File: config.mk
export PLATFORM = sky130hd
export DESIGN_NAME = logic_unit_pipe
export DESIGN_NICKNAME = d
export VERILOG_FILES = /design/src/rtl/logic_unit_pipe.sv
export SDC_FILE = /design/constraint.sdc
export NUM_CORES = 1
export LEC_CHECK = 0
export CORE_ASPECT_RATIO = 1.25
export CORE_MARGIN = 1.5
export CORE_UTILIZATION = 53
export CTS_CLUSTER_DIAMETER = 80
export CTS_CLUSTER_SIZE = 40
export DETAILED_ROUTE_END_ITERATION = 10
export HOLD_SLACK_MARGIN = 0.12
export PLACE_DENSITY = 0.85
export SETUP_SLACK_MARGIN = 0.4
export SLEW_MARGIN = 20
export SYNTH_ARGS = -nofsm -noshare
export SYNTH_HDL_FRONTEND = slang
export SYNTH_SLANG_ARGS = --single-unit
File: constraint.sdc
create_clock -name clk -period 4.9 [get_ports clk]
set_clock_uncertainty 0.1 [all_clocks]
set_input_delay 1.225 -clock clk [delete_from_list [all_inputs] [get_ports clk]]
set_output_delay 1.225 -clock clk [all_outputs]
set_load 0.05 [all_outputs]
File: src/rtl/logic_unit_pipe.sv
// logic_unit_pipe: registered WIDTH-bit eight-op logic unit with valid/ready handshake, all-ones match flag and saturating match counter
module logic_unit_pipe #(
  parameter int WIDTH = 8,
  parameter int CNT_W = 16
) (
  input  logic             clk,
  input  logic             rst,
  input  logic             in_valid,
  output logic             in_ready,
  input  logic [WIDTH-1:0] in_a,
  input  logic [WIDTH-1:0] in_b,
  input  logic [2:0]       in_op,
  output logic             out_valid,
  input  logic             out_ready,
  output logic [WIDTH-1:0] out_result,
  output logic             out_match,
  output logic [CNT_W-1:0] match_cnt,
  input  logic             cnt_clear
);
  logic [WIDTH-1:0] f;
  logic in_xfer, out_xfer;
  assign in_ready = !rst && (!out_valid || out_ready);
  assign in_xfer  = in_valid && in_ready;
  assign out_xfer = out_valid && out_ready;
  always_comb
    f = in_op == 3'd0 ? in_a & in_b :
        in_op == 3'd1 ? in_a | in_b :
        in_op == 3'd2 ? in_a ^ in_b :
        in_op == 3'd3 ? ~(in_a ^ in_b) :
        in_op == 3'd4 ? ~(in_a & in_b) :
        in_op == 3'd5 ? ~(in_a | in_b) :
        in_op == 3'd6 ? ~in_a : in_a;
  always_ff @(posedge clk)
    if (rst) begin
      out_valid  <= 1'b0;
      out_result <= '0;
      out_match  <= 1'b0;
      match_cnt  <= '0;
    end else begin
      if (in_xfer) begin
        out_result <= f;
        out_match  <= &f;
        out_valid  <= 1'b1;
      end else if (out_xfer)
        out_valid <= 1'b0;
      match_cnt <= cnt_clear ? '0 :
                   (out_xfer && out_match && !(&match_cnt)) ? match_cnt + CNT_W'(1) : match_cnt;
    end
endmodule

# Word level (Yosys, flattened, before mapping)
# Cells that the tools add are included.
# Widths: inputs -> output; s select.
classes:
  addsub: 1
  multipliers: 0
  div: 0
  magnitude_cmp: 0
  n_eq_ne: 6
  n_shift: 0
  muxes: 9
  bitwise_logic: 7
  n_reduce_logical: 14
op_table:
  columns: ["operator", "count"]
  rows:
  - ["$mux 8", 7]
  - ["$not 8->8", 4]
  - ["$add 16x1->16 const B", 1]
  - ["$reduce_and 16->1", 1]
  - ["$eq 3x3->1 const B", 3]
  - ["$and 8x8->8", 1]
  - ["$or 8x8->8", 1]
  - ["$reduce_and 8->1", 1]
  - ["$xor 8x8->8", 1]
  - ["$eq 3x2->1 const B", 2]
  - ["$logic_and 1x1->1", 5]
  - ["$eq 3x1->1 const B", 1]
  - ["$logic_not 1->1", 3]
  - ["$logic_not 3->1", 1]
  - ["$mux 1", 2]
  - ["$reduce_bool 2->1", 1]
  - ["$reduce_or 2->1", 1]
  - ["$logic_or 1x1->1", 1]
word_totals:
  ff_bits: 26
  latchBits: 0
  mem_bits_rw: 0
  rom_bits: 0
  inputBits: 24
  output_inout_bits: 27
  wordCells: 41
  mem_count: 0

# Logic depth before layout (Yosys ltp)
# Gate-level depths: netlist of run 1.
logic_depth:
  depth_word: 9
  ltp_mapped: 7
  ltp_nobuf: 7

# Worst setup path after synthesis of run 1
# Ideal clock, no wire load.
synth_path:
  path_type: "input to output"
  from: "input out_ready"
  to: "output in_ready"
  t_arrival_ns: 1.940
  required_ns: 3.575
  slack_ns: 1.635
  cell_stages: 2
  path_buffers: 0
  cell_sequence: "nor2b_1 nor2_1"
synth_via:
  elab_chain_cells: 2
synth_rtl:
  columns: ["element", "line_no", "text"]
  rows:
  - ["start, declared", "14", "input logic out_ready,"]
  - ["$logic_or 1x1->1", "22", "assign in_ready = !rst && (!out_valid || out_ready);"]
  - ["$logic_and 1x1->1", "22", null]
  - ["end, declared", "9", "output logic in_ready,"]
# No other way between the ends.

# Final worst setup path of run 1
# Same ends and word-level chain as after synthesis.

==> results.json, run 1 <==
{
  "rows": 25,
  "n_antenna_cell": 0,
  "synth-edff-count": 0,
  "yosys.area_share.xor_xnor": 0.112,
  "start_util": 0.549,
  "cts_made_buffers": 3,
  "total_leakage_power_nw": 1.04,
  "final_area_sq_mm": 0.00259,
  "grt_usage": 0.218,
  "hold_class": "flop to flop",
  "cp-start-kind": "input port",
  "crit_arrival_ps": 2730,
  "critPathMostFrequentCell": "clkdlybuf4s50_1",
  "ios": 51,
  "n_fill_cell": 320,
  "layout.nets": 339,
  "synth_seq_cells": 26,
  "cts.path.max_buffers": 2,
  "synth.area.mux_share": 0.0650,
  "die_w_microns": 58.5,
  "die_y_microns": 72.4,
  "cts-root-buf": "clkbuf_8",
  "tightest_slew_ps": 748,
  "overflow": 0,
  "synth_cell_types": 47,
  "wl_per_cell_microns": 13.1,
  "io_buffers": 50,
  "rr_worst_depth": 5,
  "synth_top_family_by_area": "simple AND/OR/NAND/NOR gates",
  "worstSetupPathType": "input port to output port",
  "cts_setup_buffers": 0,
  "antenna_found_initial": 0,
  "rsz0062_at_grt": "no",
  "hold_end": "out_result[1]",
  "fmax_mhz": 247,
  "area.growth.synth_to_final_pct": 27.1,
  "period_share": 0.828,
  "worstHoldStart": "out_result[1]",
  "clkSlewWorstSetupHoldPaths_ps": 80,
  "core_sq_mm": 0.00372,
  "fin_crit_ps": 4060,
  "reg2reg_from": "match_cnt[0]",
  "finalSetupTns_ps": 0,
  "synthCells": 253,
  "timing.slew.headroom": 0.500,
  "synth-seq-area-share": 0.255,
  "slowest_delay_ps": 820,
  "grt_pass1_vias": 1689,
  "yosys_warnings": 0,
  "wl_microns": 4430,
  "maxSlewViolCount": 0,
  "dr.pass1.iters": 4,
  "synthAdderAreaFrac": 0.104,
  "status": "finished clean",
  "hold_viol_final": 0,
  "dieArea_sq_mm": 0.00424,
  "placed_area_sq_mm": 0.00252,
  "cap_violations": 0,
  "final_antenna_net_count": 0,
  "yosys-top-cells-area": "dfxtp_1, ha_1, xor2_1",
  "drive_above_1_share": 0.0539,
  "rr_endpoint": "match_cnt[12]",
  "yosysMostFrequentCell": "dfxtp_1",
  "syn-cell-area_sq_mm": 0.00204,
  "finalSetupViolCount": 0,
  "ir_worst_vdd_mv": 0.115,
  "cp_num_buf_inv": 2,
  "grt_max_degree": 22,
  "synth_async_sr_flop_share": 0,
  "synth_compound_area_frac": 0.117,
  "end_kind": "output port",
  "r2r_setup_slack_ps": 3200,
  "htreeDepth": 1,
  "syn-num-nets": 294,
  "synth_flop_cell": "dfxtp_1",
  "gp_congestion": 0.866,
  "ys_top_cells_by_count": "dfxtp_1, nor2_1, inv_1",
  "vias_per_cell": 5.66,
  "synth_area_per_cell_sq_um": 8.07,
  "drc": 0,
  "drt-initial-drc-count": 98,
  "crit_family": "buffers and inverters",
  "cts_sinks": 26,
  "yosys.area.top_type_share": 0.255,
  "vias": 1906,
  "synth_top_area_cell": "dfxtp_1",
  "cp_data_required_time_ps": 3580,
  "holdPathStages": 2,
  "clk_latency_ps": 280,
  "slowest_stage": "clkdlybuf4s50_1",
  "hold_buffers": 0,
  "cts_tree": "yes",
  "grt_pass1_wl_microns": 7360,
  "path_cells": "clkdlybuf4s50_1 > nor2b_1 > nor2_1 > clkdlybuf4s50_1",
  "power_density_mw_per_mm2": 214,
  "cts.repair.resized": 0,
  "dp_hpwl_microns": 3310,
  "yosys.area_share.simple": 0.268,
  "cp_max_fo": 3
}
-- layout make-up --
cell class	instances	area, sq um	share of cell area
multi-input cells	194	1360	0.524
repair buffers	52	515	0.199
clock inverters	1	30.0	0.0116
flip-flops and latches	26	520	0.201
inverters	21	78.8	0.0304
well taps	40	50.0	0.0193
clock buffers	3	41.3	0.0159
-- power breakdown --
group	internal [mW]	switching (mW)
Clock	0.109	0.0694
Sequential	0.218	0.00438
Combinational	0.0676	0.0848
Total	0.396	0.159
-- placed cells by master (no fill, tap or decap), types with 2 or more instances in the layout --
cell	count
mux2i_1	11
a21oi_1	6
nand3b_1	8
xor2_1	14
clkdlybuf4s50_1	50
o21ai_0	14
clkbuf_8	3
nand3_1	14
a22oi_1	2
nand2_1	11
inv_1	21
ha_1	17
xnor2_1	12
and2_1	4
and3_1	4
o211ai_1	3
a211oi_1	2
mux2_2	2
and4_1	4
buf_4	2
a31oi_1	4
nor2b_1	6
nor2_1	25
dfxtp_1	26
nor3_1	5
nand4_1	8
-- logic make-up (layout without fill, tap and decap cells) --
group | Yosys count | count (layout)
AND/OR/NAND/NOR | 100 | 100
AO/OA/AOI/OAI | 38 | 38
buffers and inverters | 33 | 77
XOR/XNOR | 26 | 26
flip-flops | 26 | 26
adder cells (fa/ha/maj) | 17 | 17
multiplexers | 13 | 13
-- worst max-delay path by stage --
| stage | slack, ps | cells past startpoint | endpoint | from |
|---|---|---|---|---|
| final | 840 | 4 | in_ready | out_ready |
| after CTS | 860 | 4 | in_ready | out_ready |
| after detailed placement | 860 | 4 | in_ready | out_ready |
| after global placement | 870 | 4 | in_ready | out_ready |
| after global routing | 770 | 4 | in_ready | out_ready |
| after floorplan | 1640 | 2 | in_ready | out_ready |
-- state kept, by name, indices dropped and copies added, names as in the netlist --
signal	cells
match_cnt	16
out_match	1
out_result	8
out_valid	1
-- stage by stage --
stage / setup slack, ps / power (mW) / hold WS (ps) / instances / util
detailed placement: 862 / 0.380 / 369 / 333 / 0.678
CTS: 855 / 0.556 / 384 / 337 / 0.697
global placement: 872 / 0.376 / 366 / 333 / 0.678
global route: 765 / 0.575 / 432 / 337 / 0.697
finish: 845 / 0.554 / 391 / 337 / 0.697
floorplan: 1640 / 0.331 / 574 / 253 / -
-- layer usage --
layer  global-route usage  vias to the layer above  routed length [microns]
met4               0.0853                        0                       63
li1                     -                      962                        -
met1                0.262                      870                     1900
met3               0.0178                        5                      218
met5                    0                        -                        0
met2                0.392                       69                     2250
-- tightest hold or removal path, cell delays in order, from the launching register on --
cell     delay [ps]
dfxtp_1         340
nand2_1          60
a21oi_1          50
Note: power is estimated with default switching activity, not from simulation.
==> run 2: changes to the inputs <==
- CORE_UTILIZATION: 53 -> 50
- PLACE_DENSITY: 0.85 -> 0.81
- clock period: 4.9 -> 4.05 ns (I/O delays scaled with it)
==> results.json, run 2 (synthesis gave the netlist of run 1 again) <==
{
  "cts-root-buf": "clkbuf_8",
  "drive_above_1_share": 0.0541,
  "combPwrFrac": 0.275,
  "rows": 25,
  "dr.pass1.iters": 4,
  "rsz0062_at_grt": "no",
  "cts.repair.resized": 0,
  "dp_hpwl_microns": 3350,
  "n_antenna_cell": 0,
  "ios": 51,
  "cts.path.max_buffers": 2,
  "wl_per_cell_microns": 12.6,
  "die_y_microns": 74.5,
  "io_buffers": 50,
  "cts_setup_buffers": 0,
  "dieArea_sq_mm": 0.00448,
  "fin_crit_ps": 3180,
  "tightest_slew_ps": 742,
  "area.growth.synth_to_final_pct": 27.5,
  "layout.nets": 338,
  "overflow": 0,
  "vias": 1922,
  "power_density_mw_per_mm2": 256,
  "hold_buffers": 0,
  "top_regs": "match_cnt: 16 flops, out_result: 8 flops",
  "drt-initial-drc-count": 89,
  "clk_latency_ps": 270,
  "largest_register_ffs": 16,
  "htreeDepth": 1,
  "cap_violations": 0,
  "end_kind": "output port",
  "seqPwrFrac": 0.404,
  "top_register": "match_cnt",
  "power_frac_clock": 0.321,
  "finalSetupViolCount": 0,
  "die_w_microns": 60.2,
  "power_mw": 0.667,
  "internal_power_mw": 0.478,
  "maxSlewViolCount": 0,
  "hold_viol_final": 0,
  "cp-start-kind": "input port",
  "ir_worst_vdd_mv": 0.124,
  "start_util": 0.531,
  "grt_pass1_vias": 1712,
  "final_common_cell": "clkdlybuf4s50_1",
  "wl_microns": 4400,
  "total_leakage_power_nw": 1.04,
  "hold_class": "flop to flop",
  "timing.slew.headroom": 0.504,
  "cp_max_fo": 13,
  "cts_made_buffers": 3,
  "power.switching_mw": 0.189,
  "holdWs_ps": 384,
  "cp_data_required_time_ps": 2940,
  "core_sq_mm": 0.00385,
  "grt_pass1_wl_microns": 7170,
  "grt_usage": 0.202,
  "worstSetupPathType": "input port to output port",
  "final_cell_mix": "clkdlybuf4s50_1, dfxtp_1, nor2_1",
  "drc": 0,
  "period_share": 0.785,
  "cts_tree": "yes",
  "finalSetupTns_ps": 0,
  "final_antenna_net_count": 0,
  "status": "finished clean",
  "fmax_mhz": 315,
  "gp_congestion": 0.963,
  "switching_share": 0.284,
  "antenna_found_initial": 0,
  "clkSlewWorstSetupHoldPaths_ps": 90,
  "grt_max_degree": 23,
  "crit_arrival_ps": 2070,
  "n_fill_cell": 335,
  "cts_sinks": 26,
  "utilization": 0.676,
  "vias_per_cell": 5.49
}
==> run 2: cell type report <==
type                            count  area [sq um]  area share
Multi-Input combinational cell    194          1360       0.522
Sequential cell                    26           520       0.200
Timing Repair Buffer               51           505       0.194
Inverter                           21          78.8      0.0303
Tap cell                           54          67.6      0.0260
Clock buffer                        3          41.3      0.0159
Clock inverter                      1          30.0      0.0115
==> run 2: worst max-delay path, cell delays in order <==
cell and delay (ps):
clkdlybuf4s50_1 620, nor2_1 220, buf_4 220
==> run 2: final timing paths <==
check | startpoint | endpoint | slack (ps) | cells past startpoint
setup / recovery | rst | in_ready | 870 | 3
hold / removal | out_result[1] | out_result[1] | 380 | 2
setup reg to reg | match_cnt[0] | match_cnt[12] | 2300 | 5
hold reg to reg | out_result[1] | out_result[1] | 380 | 2
==> run 2: metal layers <==
metal | vias to the layer above | track usage | part of all wire
met3 | 15 | 0.0191 | 0.046
met1 | 876 | 0.243 | 0.43
met5 | - | 0 | 0
met4 | 0 | 0.0840 | 0.019
li1 | 953 | - | -
met2 | 78 | 0.360 | 0.50
==> run 2: power by group through the flow <==
stage | Clock, mW | Combinational (mW) | Sequential [mW]
3_3_place_gp | 0 | 0.180 | 0.276
3_5_place_dp | 0 | 0.183 | 0.276
5_1_grt | 0.226 | 0.200 | 0.271
6_report | 0.214 | 0.183 | 0.270
2_1_floorplan | 0 | 0.0956 | 0.305
4_1_cts | 0.218 | 0.184 | 0.270
==> run 2: through the flow <==
stage | std cells | worst slack [ps] | area (sq um)
6_report | 350 | 871 | 2600
3_3_place_gp | 346 | 889 | 2530
2_1_floorplan | 253 | 1210 | 2040
4_1_cts | 350 | 866 | 2600
3_5_place_dp | 346 | 848 | 2530
5_1_grt | 350 | 827 | 2600
==> run 3: changes to the inputs <==
- CORE_UTILIZATION: 50 -> 45
- PLACE_DENSITY: 0.81 -> 0.77
- clock period: 4.05 -> 2.7 ns (I/O delays scaled with it)
==> results.json, run 3 (synthesis gave the netlist of run 1 again) <==
{
  "clk_latency_ps": 260,
  "dr.pass1.iters": 4,
  "switching_share": 0.308,
  "seqPwrFrac": 0.441,
  "cts_made_buffers": 3,
  "die_y_microns": 78.3,
  "n_antenna_cell": 0,
  "n_fill_cell": 402,
  "slowest_stage": "clkdlybuf4s50_1",
  "combPwrFrac": 0.324,
  "status": "finished clean",
  "fmax_mhz": 447,
  "reg2reg_from": "match_cnt[0]",
  "final_cells": 363,
  "htreeDepth": 1,
  "cts_tree": "yes",
  "power_density_mw_per_mm2": 333,
  "power.switching_mw": 0.282,
  "fin_crit_ps": 2240,
  "total_leakage_power_nw": 1.32,
  "grt_pass1_wl_microns": 7250,
  "top_regs": "match_cnt: 16 flops, out_result: 8 flops",
  "clkSlewWorstSetupHoldPaths_ps": 80,
  "start_util": 0.465,
  "finalSetupViolCount": 0,
  "path_cells": "clkdlybuf4s50_1 > nor2_2 > buf_12",
  "holdWs_ps": 390,
  "rows": 27,
  "cp_num_buf_inv": 2,
  "cp_max_fo": 2,
  "cts.path.max_buffers": 2,
  "cts-root-buf": "clkbuf_8",
  "ir_worst_vdd_mv": 0.178,
  "cp-start-kind": "input port",
  "dieArea_sq_mm": 0.00495,
  "ios": 51,
  "drive_above_1_share": 0.108,
  "hold_viol_final": 0,
  "area.growth.synth_to_final_pct": 34.6,
  "overflow": 0,
  "worstHoldStart": "out_result[1]",
  "slowest_delay_ps": 450,
  "cap_violations": 0,
  "final_cell_mix": "clkdlybuf4s50_1, dfxtp_1, nor2_1",
  "cts_sinks": 26,
  "cp_num_cells": 3,
  "antenna_found_initial": 0,
  "place_ws_ps": 58.6,
  "vias_per_cell": 5.18,
  "final_common_cell": "clkdlybuf4s50_1",
  "grt_usage": 0.174,
  "end_kind": "output port",
  "maxSlewViolCount": 0,
  "crit_arrival_ps": 1460,
  "tightest_slew_ps": 521,
  "hold_buffers": 0,
  "placed_cells": 359,
  "layout.nets": 348,
  "hold_class": "flop to flop",
  "hold_end": "out_result[1]",
  "drt-initial-drc-count": 115,
  "power_frac_clock": 0.234,
  "internal_power_mw": 0.634,
  "dp_hpwl_microns": 3430,
  "period_share": 0.829,
  "die_w_microns": 63.3,
  "rsz0062_at_grt": "yes",
  "power_mw": 0.916,
  "r2r_setup_slack_ps": 1030,
  "setup_ws_ps": 460,
  "largest_register_ffs": 16,
  "finalSetupTns_ps": 0,
  "timing.slew.headroom": 0.652,
  "crit_family": "buffers and inverters",
  "grt_pass1_vias": 1722,
  "rr_worst_depth": 5,
  "top_register": "match_cnt",
  "core_sq_mm": 0.00439,
  "final_antenna_net_count": 0,
  "rr_endpoint": "match_cnt[12]",
  "wl_microns": 4410,
  "vias": 1882,
  "holdPathStages": 2,
  "grt_max_degree": 17,
  "worstSetupPathType": "input port to output port",
  "gp_congestion": 0.901,
  "drc": 0,
  "wl_per_cell_microns": 12.2,
  "cp_data_required_time_ps": 1920,
  "io_buffers": 50
}
run 3: worst reg2reg max path: stages, from the launching register on:
cell and delay, ps:
dfxtp_1 420, ha_1 320, and4_1 360, nand3_1 100, nor3b_1 180, nor3_1 70
run 3: how the worst max path moves through the flow:
stage              start        end  slack, ps
2_1_floorplan  out_ready  out_match        650
3_5_place_dp     in_a[7]  out_match         60
5_1_grt          in_b[6]  out_match        370
3_3_place_gp     in_a[7]  out_match        110
4_1_cts          in_a[7]  out_match        390
6_report             rst   in_ready        460
run 3: per-stage QoR:
stage               utilization  instance area [sq um]
finish                    0.626                   2750
detailed placement        0.596                   2620
global route              0.626                   2750
CTS                       0.604                   2650
floorplan                     -                   2040
global placement          0.596                   2620
run 3: timing repair:
item / 4_1_cts / 5_1_grt
pin swaps: 1 / 6
gates resized for setup: 6 / 22
setup endpoints to repair: 6 / 12
buffers inserted: 0 / 1
run 3: area by class of cell:
class	count	area (sq um)	area share
multi-input combinational	194	1410	0.513
timing repair buffer	61	624	0.227
sequential	26	520	0.189
inverter	21	78.8	0.0287
tap	58	72.6	0.0264
clock buffer	3	41.3	0.0150
run 3: power by group through the flow:
stage          logic, mW  clock network, mW  registers (mW)
5_1_grt            0.323              0.234           0.406
2_1_floorplan      0.144                  0           0.457
3_3_place_gp       0.282                  0           0.414
3_5_place_dp       0.287                  0           0.413
4_1_cts            0.287              0.222           0.405
6_report           0.297              0.214           0.404
run 3: per-layer routing:
metal,vias up,part of all wire,global-route usage
met5,-,0,0
met2,41,0.52,0.330
met3,4,0.030,0.0158
met4,0,0.0091,0.0500
met1,859,0.44,0.207
li1,978,-,-
